File: config.mk
export PLATFORM = sky130hd
export DESIGN_NAME = multicycle_control
export DESIGN_NICKNAME = d
export VERILOG_FILES = /design/src/rtl/multicycle_control.sv
export SDC_FILE = /design/constraint.sdc
export NUM_CORES = 1
export LEC_CHECK = 0
export CORE_ASPECT_RATIO = 1.1
export CORE_UTILIZATION = 47
export DETAILED_ROUTE_END_ITERATION = 10
export PLACE_DENSITY = 0.79
export SLEW_MARGIN = 20
export SYNTH_ARGS = -nofsm -noshare
export SYNTH_HDL_FRONTEND = slang
export SYNTH_SLANG_ARGS = --single-unit
File: constraint.sdc
create_clock -name clk -period 1.7 [get_ports clk]
set_input_delay 0.34 -clock clk [delete_from_list [all_inputs] [get_ports clk]]
set_output_delay 0.34 -clock clk [all_outputs]
set_load 0.05 [all_outputs]
File: src/rtl/multicycle_control.sv
// Multicycle instruction controller: accepts one opcode per instruction via a
// valid/ready handshake and steps it through FETCH/DECODE/EXEC/MEM/WB, driving
// datapath strobes decoded from the state register and the latched opcode.
// The strobes have no combinational path from operation: they come from state
// and op_q, plus instr_valid for ir_write and mem_ready in MEM.
module multicycle_control #(
    parameter int unsigned OP_W        = 7,
    parameter int unsigned CNT_W       = 16,
    parameter int unsigned TO_W        = 4,
    parameter int unsigned MEM_TIMEOUT = 12
) (
    input  logic             clk,
    input  logic             rst_n,
    input  logic [OP_W-1:0]  operation,
    input  logic             instr_valid,
    output logic             instr_ready,
    input  logic             mem_ready,
    output logic             ir_write,
    output logic             pc_write,
    output logic             branch,
    output logic             reg_branch,
    output logic             mem_read,
    output logic             mem_write,
    output logic             mem_to_reg,
    output logic             alu_src,
    output logic             reg_write,
    output logic [OP_W-1:0]  alu_op,
    output logic             illegal_op,
    output logic             mem_err,
    output logic [CNT_W-1:0] retired
);

    localparam logic [OP_W-1:0] OP_JR   = OP_W'(7'b1000001);
    localparam logic [OP_W-1:0] OP_LD   = OP_W'(7'b0110000);
    localparam logic [OP_W-1:0] OP_ST   = OP_W'(7'b0110001);
    localparam logic [OP_W-1:0] OP_IMM0 = OP_W'(7'b0000100);
    localparam logic [OP_W-1:0] OP_IMM1 = OP_W'(7'b0000101);
    localparam logic [OP_W-1:0] OP_IMM2 = OP_W'(7'b0100000);
    localparam logic [OP_W-1:0] OP_IMM3 = OP_W'(7'b0100001);
    localparam logic [TO_W-1:0] TO_LAST = TO_W'(MEM_TIMEOUT - 1);

    typedef enum logic [2:0] {
        S_IDLE,
        S_FETCH,
        S_DECODE,
        S_EXEC,
        S_MEM,
        S_WB
    } state_t;

    state_t           state;
    state_t           next_state;
    logic [OP_W-1:0]  op_q;
    logic [TO_W-1:0]  to_cnt;
    logic             to_clr;
    logic             to_inc;
    logic             accept;
    logic             retire;
    logic [2:0]       top3;
    logic             is_br;
    logic             is_jr;
    logic             is_ld;
    logic             is_st;
    logic             is_imm;
    logic             is_ill;

    assign alu_op = op_q;

    // Opcode class decode from the latched opcode only
    always_comb begin
        top3   = op_q[OP_W-1 -: 3];
        is_br  = (top3 == 3'b100);
        is_jr  = (op_q == OP_JR);
        is_ld  = (op_q == OP_LD);
        is_st  = (op_q == OP_ST);
        is_imm = (op_q == OP_IMM0) || (op_q == OP_IMM1) ||
                 (op_q == OP_IMM2) || (op_q == OP_IMM3);
        is_ill = (top3 == 3'b101) || (top3 == 3'b110) || (top3 == 3'b111);
    end

    // State register, opcode latch, memory-wait timer and retire counter
    always_ff @(posedge clk or negedge rst_n) begin
        if (!rst_n) begin
            state   <= S_IDLE;
            op_q    <= '0;
            to_cnt  <= '0;
            retired <= '0;
        end else begin
            state <= next_state;
            if (accept) begin
                op_q <= operation;
            end
            if (to_clr) begin
                to_cnt <= '0;
            end else if (to_inc) begin
                to_cnt <= to_cnt + TO_W'(1);
            end
            if (retire) begin
                retired <= retired + CNT_W'(1);
            end
        end
    end

    // Next-state and per-state strobe decode
    always_comb begin
        next_state  = state;
        instr_ready = 1'b0;
        ir_write    = 1'b0;
        pc_write    = 1'b0;
        branch      = 1'b0;
        reg_branch  = 1'b0;
        mem_read    = 1'b0;
        mem_write   = 1'b0;
        mem_to_reg  = 1'b0;
        alu_src     = 1'b0;
        reg_write   = 1'b0;
        illegal_op  = 1'b0;
        mem_err     = 1'b0;
        accept      = 1'b0;
        retire      = 1'b0;
        to_clr      = 1'b0;
        to_inc      = 1'b0;

        case (state)
            S_IDLE: begin
                next_state = S_FETCH;
            end
            S_FETCH: begin
                instr_ready = 1'b1;
                if (instr_valid) begin
                    accept     = 1'b1;
                    ir_write   = 1'b1;
                    next_state = S_DECODE;
                end
            end
            S_DECODE: begin
                if (is_ill) begin
                    illegal_op = 1'b1;
                    next_state = S_FETCH;
                end else begin
                    next_state = S_EXEC;
                end
            end
            S_EXEC: begin
                alu_src = is_imm;
                if (is_br) begin
                    branch     = 1'b1;
                    reg_branch = is_jr;
                    pc_write   = 1'b1;
                    retire     = 1'b1;
                    next_state = S_FETCH;
                end else if (is_ld || is_st) begin
                    to_clr     = 1'b1;
                    next_state = S_MEM;
                end else begin
                    next_state = S_WB;
                end
            end
            S_MEM: begin
                mem_read  = is_ld;
                mem_write = is_st;
                // A response in the final allowed cycle still completes the access
                if (mem_ready) begin
                    if (is_ld) begin
                        next_state = S_WB;
                    end else begin
                        pc_write   = 1'b1;
                        retire     = 1'b1;
                        next_state = S_FETCH;
                    end
                end else if (to_cnt == TO_LAST) begin
                    mem_err    = 1'b1;
                    next_state = S_FETCH;
                end else begin
                    to_inc = 1'b1;
                end
            end
            S_WB: begin
                reg_write  = 1'b1;
                mem_to_reg = is_ld;
                pc_write   = 1'b1;
                retire     = 1'b1;
                next_state = S_FETCH;
            end
            default: begin
                next_state = S_IDLE;
            end
        endcase
    end

endmodule

[After elaboration in Yosys (flattened, before gate mapping)]
Cells that the tools add are included.
Word-level totals
  register bits after elaboration: 30
  bits in latches: 0
  memory bits (writable): 0
  memory bits (read-only): 0
  bits of input ports: 11
  output and inout port bits: 35
  memories: 0
Cells by class
  $add $sub $neg: 2
  multiply operators: 0
  divide/modulo/power cells: 0
  order comparisons: 0
  equal/unequal tests: 19
  shift operators: 0
  muxes and demuxes: 36
  bitwise gates (word level): 0
  reductions and logical operators: 10
Operators by type and width (number)
  $eq A7 B6 Y1 const B: 4
  $mux W1: 26
  $eq A3 B3 Y1 const B: 6
  $add A16 B1 Y16 const B: 1
  $mux W3: 5
  $pmux W3 S5: 1
  $eq A7 B3 Y1 const B: 2
  $mux W4: 2
  $eq A7 B7 Y1 const B: 1
  $eq A3 B2 Y1 const B: 2
  $logic_or A1 B1 Y1: 6
  $add A4 B1 Y4 const B: 1
  $eq A4 B4 Y1 const B: 1
  $eq A3 B1 Y1 const B: 1
  $logic_not A3 Y1: 1
  $ne A3 B3 Y1 const B: 1
  $pmux W1 S3: 1
  $mux W2: 1
  $ne A2 B2 Y1 const B: 1
  $reduce_and A2 Y1: 1
  $reduce_bool A2 Y1: 1
  $reduce_or A2 Y1: 1

[Depth between registers and ports, before layout]
Gate-level depths: netlist (run 1).
  depth in word-level cells: 6
  gate-level depth with buffers: 5

[Worst setup path before layout (run 1)]
No wires, ideal clock.
  kind: register to output
  start: register op_q[4] (netlist: alu_op[4])
  end: output port illegal_op
  arrival time: 2.616 ns
  data required time: 1.360 ns
  slack: -1.256 ns
  stages on the path, launching flop included: 3
  path buffers: 0
  cell sequence: dfrtp_1 -> o21ai_0 -> nor4b_1
Between the ends
  cells in the longest elaborated chain, start to end: 5
Ends and longest elaborated chain
  from (decl): RTL line 53  | logic [OP_W-1:0] op_q;
  from (signal assigned): RTL line 91  | op_q <= operation;
  $eq A3 B3 Y1: RTL line 78  | is_ill = (top3 == 3'b101) || (top3 == 3'b110) || (top3 == 3'b111);
  $logic_or A1 B1 Y1: RTL line 78
  $logic_or A1 B1 Y1 (*): RTL line 78
  $mux W1 (*): RTL line 137  | if (is_ill) begin
  $mux W1 (*): RTL line 124  | case (state)
  to (decl): RTL line 28  | output logic illegal_op,
Mark *: on every way between the ends. The rest lies on a longest branch, timed or not.

[Worst setup path after layout (run 1)]
  start: register op_q[6] (netlist: alu_op[6])
  end: output port mem_to_reg
Between the ends
  cells in the longest elaborated chain, start to end: 2
Ends and longest elaborated chain
  $eq A7 B6 Y1: RTL line 74  | is_ld = (op_q == OP_LD);
  $mux W1: RTL line 124
  to (decl): RTL line 24  | output logic mem_to_reg,
Every way passes these cells.

==> flow_summary.ini, run 1 <==
[outcome]
status = finished with violations
violations = negative setup slack

[critical_path]
cp_max_fo = 5
cpMaxStageDelayCell = dfrtp_2
cp-start-kind = flop
rrSetupSlack_ns = -0.29
startpoint = alu_op[6]$_DFFE_PN0P_
critPathArrivalTime_ns = 1.71
crit_buf_inv = 1
cp_top_family = simple AND/OR/NAND/NOR gates
reg2reg_depth = 8
slowest_delay_ns = 0.46
cp.required_ns = 1.36
critPathCapture = mem_to_reg
crit_cells = 4
cp_cell_sequence = and2b_1 -> nand3_4 -> nor3b_4 -> buf_12
crit_path_end_kind = output pin
critical_path_class = flop to output pin
reg2reg_to = retired[8]$_DFFE_PN0P_
reg2reg_from = alu_op[4]$_DFFE_PN0P_

[sta]
min_period_over_period = 1.21
worst_slack_ns = -0.352
slew_viol_final = 0
fmax_mhz = 487
relSlewSlack = 0.660
finalClockSkew_ns = 0.00502
period_needed_ns = 2.05
hold_violations = 0
tightest_slew_ns = 0.509
rsz0062_at_grt = true
holdWs_ns = 0.401
setup_viol = 36
finalSetupTns_ns = -6.79

[floorplanning]
pin_count = 46
die_h_um = 64.0
row_count = 22
core-area_mm2 = 0.00333
dieWidth_um = 58.4
start_util = 0.493
die-area_mm2 = 0.00373

[global_route]
grt.total_usage = 0.321
antenna_found_initial = 0
grt_start_max_net_pins = 31
overflow = 0
grt_pass1_wl_mm = 8.87
grt_pass1_vias = 1747

[clock_network]
clk_latency_ns = 0.34
cts_buffer_depth = 2
htreeDepth = 2
cts_sinks = 30
cts_tree = built
clk_pin_slew_ns = 0.10
cts_made_buffers = 5
root_buffer = clkbuf_4

[run]
max_cap_violations = 0

[logic_synthesis]
yosys_warnings = 0
syn_inst = 140
synthDistinctLibCells = 37
synth_seq_cells = 30
synth_area_mm2 = 0.00164
synth.avg_cell_area_um2 = 11.7
synth_nets = 153
seq_area_frac_synth = 0.457

[final_layout]
drive_gt1_frac = 0.634
n_antenna_cell = 0
fin_area_mm2 = 0.00311
syn_to_final_growth_pct = 89.5
layout.nets = 255

[drt]
postRouteWirelength_mm = 7.87
dr_total_vias = 1793
wl_met1_mm = 2.73
drtIter0Drc = 189
route.met2.wl_mm = 4.16
drt_first_pass_iters = 4
avgRoutedWirePerCell_um = 27.0
drc = 0
final_antenna_net_count = 0
met3_length_um = 506
viasPerCell = 6.16
highest_layer = met4

[placement]
postPlaceCellArea_mm2 = 0.00258
io_buffers = 45
post-place-ws_ns = -0.312
post-dp-hpwl_mm = 3.35
place_congestion = 0.854

[power_and_ir_drop]
p_leak_nw = 1.27
p_total_mw = 6.66
peakVddDrop_mv = 1.71
cellPowerDensity_mw_per_mm2 = 2140

[worst_hold_path]
hp-class = primary input to async pin
==> state kept, by name, indices dropped and copies added, names as in the netlist <==
register and flops:
to_cnt 4, state 3, retired 16, alu_op 7
==> cell usage after synthesis, drive strengths merged <==
cell / instances / area, um2
nor3: 6 / 30.0
and3b: 1 / 12.5
and3: 2 / 12.5
a31oi: 1 / 21.3
a21boi: 1 / 7.51
a21o: 1 / 7.51
xnor2: 4 / 35.0
clkbuf: 1 / 3.75
a21oi: 6 / 30.0
nor4b: 2 / 23.8
nor3b: 3 / 45.1
nand4: 3 / 18.8
dfrtp: 30 / 751
nand3b: 4 / 30.0
nor2b: 2 / 20.0
nor2: 3 / 11.3
nand2: 9 / 41.3
a41o: 1 / 11.3
or4: 1 / 7.51
buf: 2 / 22.5
or3b: 1 / 8.76
o22ai: 1 / 6.26
o21ai: 4 / 20.0
ha: 2 / 25.0
a2111oi: 5 / 75.1
inv: 6 / 22.5
nand3: 8 / 40.0
xor2: 15 / 131
a211oi: 5 / 62.6
mux2: 7 / 82.6
and4: 2 / 17.5
and2b: 1 / 7.51
==> where the power goes <==
part / leakage (nW) / total, mW / switching [mW] / internal [mW]
clock: 0.0395 / 0.591 / 0.279 / 0.312
sequential: 0.332 / 1.47 / 0.455 / 1.01
combinational: 0.898 / 4.60 / 2.58 / 2.02
total: 1.27 / 6.66 / 3.31 / 3.35
==> area by class of cell <==
class                   count  area, um2
clock buffers               7       45.0
clock inverters             1       30.0
fillers                   102        220
inverters                   6       22.5
multi-input cells         101       1130
flip-flops and latches     30        768
well taps                  48       60.1
repair buffers             98       1060
==> worst reg2reg max path, cell delays in order, from the launching register on <==
cell      delay [ns]
dfrtp_2         0.48
nor3b_4         0.27
buf_6           0.15
a31oi_4         0.15
buf_6           0.16
buf_6           0.12
buf_6           0.13
a211oi_4        0.26
xnor2_1         0.19
==> stage by stage <==
stage | utilization | cells
2_1_floorplan | - | 140
3_3_place_gp | 0.775 | 259
3_5_place_dp | 0.775 | 259
4_1_cts | 0.861 | 282
5_1_grt | 0.934 | 291
6_report | 0.934 | 291
==> layer usage <==
layer  vias up  track usage
met4         0        0.199
met5         -            0
met3        42       0.0526
li1        718            -
met2       120        0.540
met1       913        0.375
==> kinds of logic (layout without fill, tap and decap cells) <==
| kind of cell | after synthesis | after routing | share of synthesized area |
|---|---|---|---|
| and+or+nand+nor | 48 | 48 | 0.199 |
| buffers and inverters | 9 | 112 | 0.0297 |
| DFF | 30 | 30 | 0.457 |
| AOI/OAI and AO/OA | 25 | 25 | 0.147 |
| adders and majority gates | 2 | 2 | 0.0152 |
| muxes | 7 | 7 | 0.0503 |
| xor gates and xnor gates | 19 | 19 | 0.101 |
==> how the worst min path moves through the flow <==
stage,endpoint,cells past startpoint
after floorplan,alu_op[0]$_DFFE_PN0P_,0
after global placement,retired[15]$_DFFE_PN0P_,1
after detailed placement,retired[15]$_DFFE_PN0P_,1
after CTS,to_cnt[3]$_DFFE_PN0P_,2
after global routing,retired[11]$_DFFE_PN0P_,2
final,alu_op[2]$_DFFE_PN0P_,2
==> cell usage in the layout, fill, tap and decap left out, types with 2 or more instances in the layout <==
cell / n
clkbuf_4: 5
nor3b_4: 3
clkbuf_1: 2
nand2_1: 6
a211oi_2: 3
and4_1: 2
buf_12: 17
buf_6: 18
nor2_1: 3
nor3_4: 5
buf_8: 2
dfrtp_2: 14
a21oi_1: 2
inv_1: 6
nand3b_1: 4
ha_1: 2
nor4b_4: 2
xor2_1: 15
a21oi_2: 4
mux2_4: 7
buf_4: 51
a211oi_4: 2
a2111oi_4: 5
o21ai_0: 2
nand3_1: 7
clkdlybuf4s50_1: 10
xnor2_1: 4
nand4_1: 3
nor2b_4: 2
and3_4: 2
dfrtp_1: 16
==> what timing repair did <==
item / CTS / global route
setup buffers: 15 / 14
endpoints found under the setup margin: 25 / 33
cloned: 1 / 0
hold buffers: 0 / 0
resized for setup: 23 / 36
pin swaps: 13 / 23
Power figures use the tool's default switching activity.
==> inputs of run 2 (changes only) <==
--- a/config.mk
+++ b/config.mk
@@ -6,9 +6,10 @@
 export NUM_CORES = 1
 export LEC_CHECK = 0
 export CORE_ASPECT_RATIO = 1.1
-export CORE_UTILIZATION = 47
+export CORE_UTILIZATION = 43
 export DETAILED_ROUTE_END_ITERATION = 10
-export PLACE_DENSITY = 0.79
+export GPL_TIMING_DRIVEN = 0
+export PLACE_DENSITY = 0.76
 export SLEW_MARGIN = 20
 export SYNTH_ARGS = -nofsm -noshare
 export SYNTH_HDL_FRONTEND = slang
==> constraint.sdc (replaced) <==
create_clock -name clk -period 1.6 [get_ports clk]
set_input_delay 0.32 -clock clk [delete_from_list [all_inputs] [get_ports clk]]
set_output_delay 0.32 -clock clk [all_outputs]
set_load 0.05 [all_outputs]
==> flow_summary.ini, run 2 (synthesis gave the netlist of run 1 again) <==
[outcome]
status = finished with violations
violations = negative setup slack

[placement]
post-dp-hpwl_mm = 2.93
place_inst = 235
postPlaceCellArea_mm2 = 0.00238
place_congestion = 0.841
io_buffers = 45

[final_layout]
drive_gt1_frac = 0.575
layout_commonest_cell = buf_4
layout.nets = 245
finalNonFillerCells = 283
top_register = retired
fin_area_mm2 = 0.00297
fill_cells = 208
mostFrequentLayoutCells = buf_4 (25), buf_6 (21), dfrtp_2 (18), xor2_1 (15), dlygate4sd2_1 (15)
largest_register_ffs = 16
syn_to_final_growth_pct = 80.7
n_antenna_cell = 0

[sta]
setup_viol = 25
rsz0062_at_grt = true
min_period_over_period = 1.21
period_needed_ns = 1.94
fmax_mhz = 515
finalClockSkew_ns = 0.00682
finalSetupTns_ns = -4.42
relSlewSlack = 0.556
hold_violations = 0
worst_slack_ns = -0.342
tightest_slew_ns = 0.667
slew_viol_final = 0
holdWs_ns = 0.0571

[floorplanning]
row_count = 23
start_util = 0.449
pin_count = 46
die_h_um = 66.8
die-area_mm2 = 0.00407
dieWidth_um = 60.9
core-area_mm2 = 0.00365

[clock_network]
cts_sinks = 30
ctsHoldBuffers = 0
root_buffer = clkbuf_8
clk_latency_ns = 0.29
clk_pin_slew_ns = 0.07
cts_tree = built
cts_buffer_depth = 2
htreeDepth = 2
cts_made_buffers = 5

[power_and_ir_drop]
cellPowerDensity_mw_per_mm2 = 2110
peakVddDrop_mv = 1.33
p_leak_nw = 1.20

[critical_path]
crit_buf_inv = 2
slowest_delay_ns = 0.43
reg2reg_from = state[1]$_DFFE_PN0P_
reg2reg_depth = 6
reg2reg_to = retired[9]$_DFFE_PN0P_
critical_path_class = flop to output pin
cp.required_ns = 1.28
cp_max_fo = 4
cpMaxStageDelayCell = dfrtp_2
cp_common_cell = buf_6
critPathArrivalTime_ns = 1.62
cp-start-kind = flop
rrSetupSlack_ns = -0.21
crit_path_end_kind = output pin
cp_top_family = simple AND/OR/NAND/NOR gates
cp_cell_sequence = nor3_4 -> buf_6 -> nand3_4 -> nor3b_4 -> buf_6

[run]
max_cap_violations = 0

[global_route]
grt_start_max_net_pins = 31
grt_pass1_wl_mm = 7.22
overflow = 0
antenna_found_initial = 0
grt.total_usage = 0.248
grt_pass1_vias = 1501

[drt]
drc = 0
viasPerCell = 5.43
avgRoutedWirePerCell_um = 17.6
postRouteWirelength_mm = 4.99
final_antenna_net_count = 0
drtIter0Drc = 46
drt_first_pass_iters = 4
dr_total_vias = 1538

[worst_hold_path]
hp-class = primary input to async pin
[run 2: cell type report]
class                   count  area (um2)  share of cell area
repair buffers             85         812               0.274
flip-flops and latches     30         773               0.261
plain buffers               3        55.1              0.0186
clock buffers               8         110              0.0371
inverters                   6        22.5             0.00759
multi-input cells         101        1130               0.381
well taps                  50        62.6              0.0211
[run 2: worst max-delay path by stage]
stage	from	endpoint	cells after the start
2_1_floorplan	alu_op[1]$_DFFE_PN0P_	alu_src	2
3_3_place_gp	mem_ready	pc_write	6
3_5_place_dp	mem_ready	pc_write	6
4_1_cts	alu_op[3]$_DFFE_PN0P_	mem_to_reg	5
5_1_grt	alu_op[2]$_DFFE_PN0P_	mem_to_reg	5
6_report	alu_op[2]$_DFFE_PN0P_	mem_to_reg	5
[run 2: through the flow]
| stage | utilization | total power [mW] | setup WS, ns |
|---|---|---|---|
| 2_1_floorplan | - | 3.71 | -0.295 |
| 3_3_place_gp | 0.654 | 4.52 | -1.14 |
| 3_5_place_dp | 0.652 | 4.61 | -1.17 |
| 4_1_cts | 0.731 | 5.63 | -0.337 |
| 5_1_grt | 0.812 | 6.57 | -0.398 |
| 6_report | 0.812 | 6.27 | -0.342 |
[run 2: repair_timing]
item                                    4_1_cts  5_1_grt
resized for setup                           130       41
pin swaps                                     9       23
endpoints found under the setup margin       63       37
setup buffers                                16       27
[run 2: worst register-to-register path: stages (launching register included)]
cell and delay (ns):
dfrtp_2 0.44, nand3b_1 0.21, a41o_4 0.30, buf_6 0.12
buf_8 0.13, a2111oi_4 0.35, xor2_1 0.18
[run 2: power by group]
part           switching (mW)  total [mW]  internal, mW
Sequential              0.435        1.52          1.09
Clock                   0.294       0.728         0.434
Combinational            2.31        4.02          1.71
Total                    3.04        6.27          3.23
[run 2: routing by layer]
layer | global-route usage | vias to the layer above | part of all wire
met4 | 0.0966 | 0 | 0.023
met3 | 0.0621 | 12 | 0.039
li1 | - | 701 | -
met5 | 0 | - | 0
met2 | 0.441 | 57 | 0.56
met1 | 0.278 | 768 | 0.38
==> inputs of run 3 (changes only) <==
--- a/config.mk
+++ b/config.mk
@@ -8,7 +8,6 @@
 export CORE_ASPECT_RATIO = 1.1
 export CORE_UTILIZATION = 43
 export DETAILED_ROUTE_END_ITERATION = 10
-export GPL_TIMING_DRIVEN = 0
 export PLACE_DENSITY = 0.76
 export SLEW_MARGIN = 20
 export SYNTH_ARGS = -nofsm -noshare
==> flow_summary.ini, run 3 (synthesis gave the netlist of run 1 again) <==
[outcome]
status = finished with violations
violations = negative setup slack

[drt]
drt_first_pass_iters = 4
viasPerCell = 5.80
drc = 0
final_antenna_net_count = 0
dr_total_vias = 1758
drtIter0Drc = 126
postRouteWirelength_mm = 7.94
avgRoutedWirePerCell_um = 26.2

[global_route]
antenna_found_initial = 0
grt.total_usage = 0.346
overflow = 0
grt_start_max_net_pins = 31
grt_pass1_vias = 1769
grt_pass1_wl_mm = 9.59

[final_layout]
finalNonFillerCells = 303
top_register = retired
syn_to_final_growth_pct = 111
n_antenna_cell = 0
layout_commonest_cell = buf_4
fin_util = 0.949
fill_cells = 85
mostFrequentLayoutCells = buf_4 (44), buf_12 (38), dfrtp_2 (18), xor2_1 (15), buf_6 (13)
drive_gt1_frac = 0.660
layout.nets = 265
final-seq-area_um2 = 773
multi_input_area_mm2 = 0.00114
largest_register_ffs = 16

[clock_network]
cts_sinks = 30
htreeDepth = 2
cts_made_buffers = 5
cts_buffer_depth = 2
clk_latency_ns = 0.29
clk_pin_slew_ns = 0.07
cts_tree = built
root_buffer = clkbuf_8

[sta]
slew_viol_final = 0
fmax_mhz = 480
period_needed_ns = 2.08
worst_slack_ns = -0.484
setup_viol = 36
holdWs_ns = 0.414
hold_violations = 0
min_period_over_period = 1.30
rsz0062_at_grt = true
finalClockSkew_ns = 0.00723
tightest_slew_ns = 0.520
relSlewSlack = 0.651

[critical_path]
crit_path_end_kind = output pin
cp_cell_sequence = buf_4 -> buf_4 -> xnor2_1 -> nor3_4 -> buf_12
cp-start-kind = flop
critical_path_class = flop to output pin
cp_max_fo = 4
cp.required_ns = 1.28
cp_common_cell = buf_4
slowest_delay_ns = 0.46
cpMaxStageDelayCell = dfrtp_2
critPathArrivalTime_ns = 1.76

[placement]
io_buffers = 45
post-place-ws_ns = -0.310
place_congestion = 0.831
post-dp-hpwl_mm = 3.64
place_inst = 267

[power_and_ir_drop]
p_leak_nw = 1.42
cellPowerDensity_mw_per_mm2 = 2260
peakVddDrop_mv = 1.98

[floorplanning]
dieWidth_um = 60.9
row_count = 23
core-area_mm2 = 0.00365
die_h_um = 66.8
pin_count = 46
start_util = 0.449
die-area_mm2 = 0.00407

[worst_hold_path]
hp-class = primary input to async pin

[run]
max_cap_violations = 0
-- run 3: final timing paths --
kind                                             from                endpoint  slack, ns  depth (start not counted)
max in group asynchronous                       rst_n    state[2]$_DFFE_PN0P_       0.86                          2
worst max register to register  alu_op[5]$_DFFE_PN0P_  retired[9]$_DFFE_PN0P_      -0.36                          6
worst min register to register  to_cnt[3]$_DFFE_PN0P_   to_cnt[3]$_DFFE_PN0P_       0.56                          2
worst min-delay path                            rst_n   alu_op[3]$_DFFE_PN0P_       0.41                          2
worst max-delay path            alu_op[5]$_DFFE_PN0P_                 alu_src      -0.48                          5
min in group clk                to_cnt[3]$_DFFE_PN0P_   to_cnt[3]$_DFFE_PN0P_       0.56                          2
-- run 3: stage by stage --
step | TNS, ns | power [mW] | area (um2)
3_3_place_gp | -5.32 | 5.77 | 2990
2_1_floorplan | -5.40 | 3.71 | 1880
3_5_place_dp | -6.35 | 5.90 | 2990
6_report | -8.63 | 7.85 | 3470
5_1_grt | -10.36 | 8.08 | 3470
4_1_cts | -5.69 | 7.07 | 3320
-- run 3: repair_timing --
action | CTS | global route
endpoints found under the setup margin | 33 | 39
setup buffers | 15 | 16
pin swaps | 10 | 18
gates cloned | 1 | 0
resized for setup | 28 | 21
hold buffers | 0 | 0
-- run 3: layout make-up --
class	instances	area share
Timing Repair Buffer	108	0.402
Multi-Input combinational cell	101	0.327
Sequential cell	30	0.223
Clock buffer	8	0.0231
Tap cell	50	0.0180
Inverter	6	0.00649
-- run 3: metal layers --
| layer | track usage | vias to the layer above | wire length [um] |
|---|---|---|---|
| met1 | 0.365 | 873 | 2640 |
| met3 | 0.101 | 51 | 565 |
| met4 | 0.230 | 0 | 643 |
| li1 | - | 731 | - |
| met2 | 0.584 | 103 | 4100 |
| met5 | 0 | - | 0 |
-- run 3: critical path, delay by kind of cell, from the launching register on --
kind          cells  cell delay, ns
xor+xnor          1            0.43
buf+inv           3            0.48
flops             1            0.46
simple gates      1            0.10
-- run 3: power breakdown --
part           leakage, nW  switching, mW  total, mW  internal, mW
Clock               0.0395          0.301      0.610         0.309
Combinational         1.05           2.95       5.73          2.78
Sequential           0.329          0.429       1.51          1.08
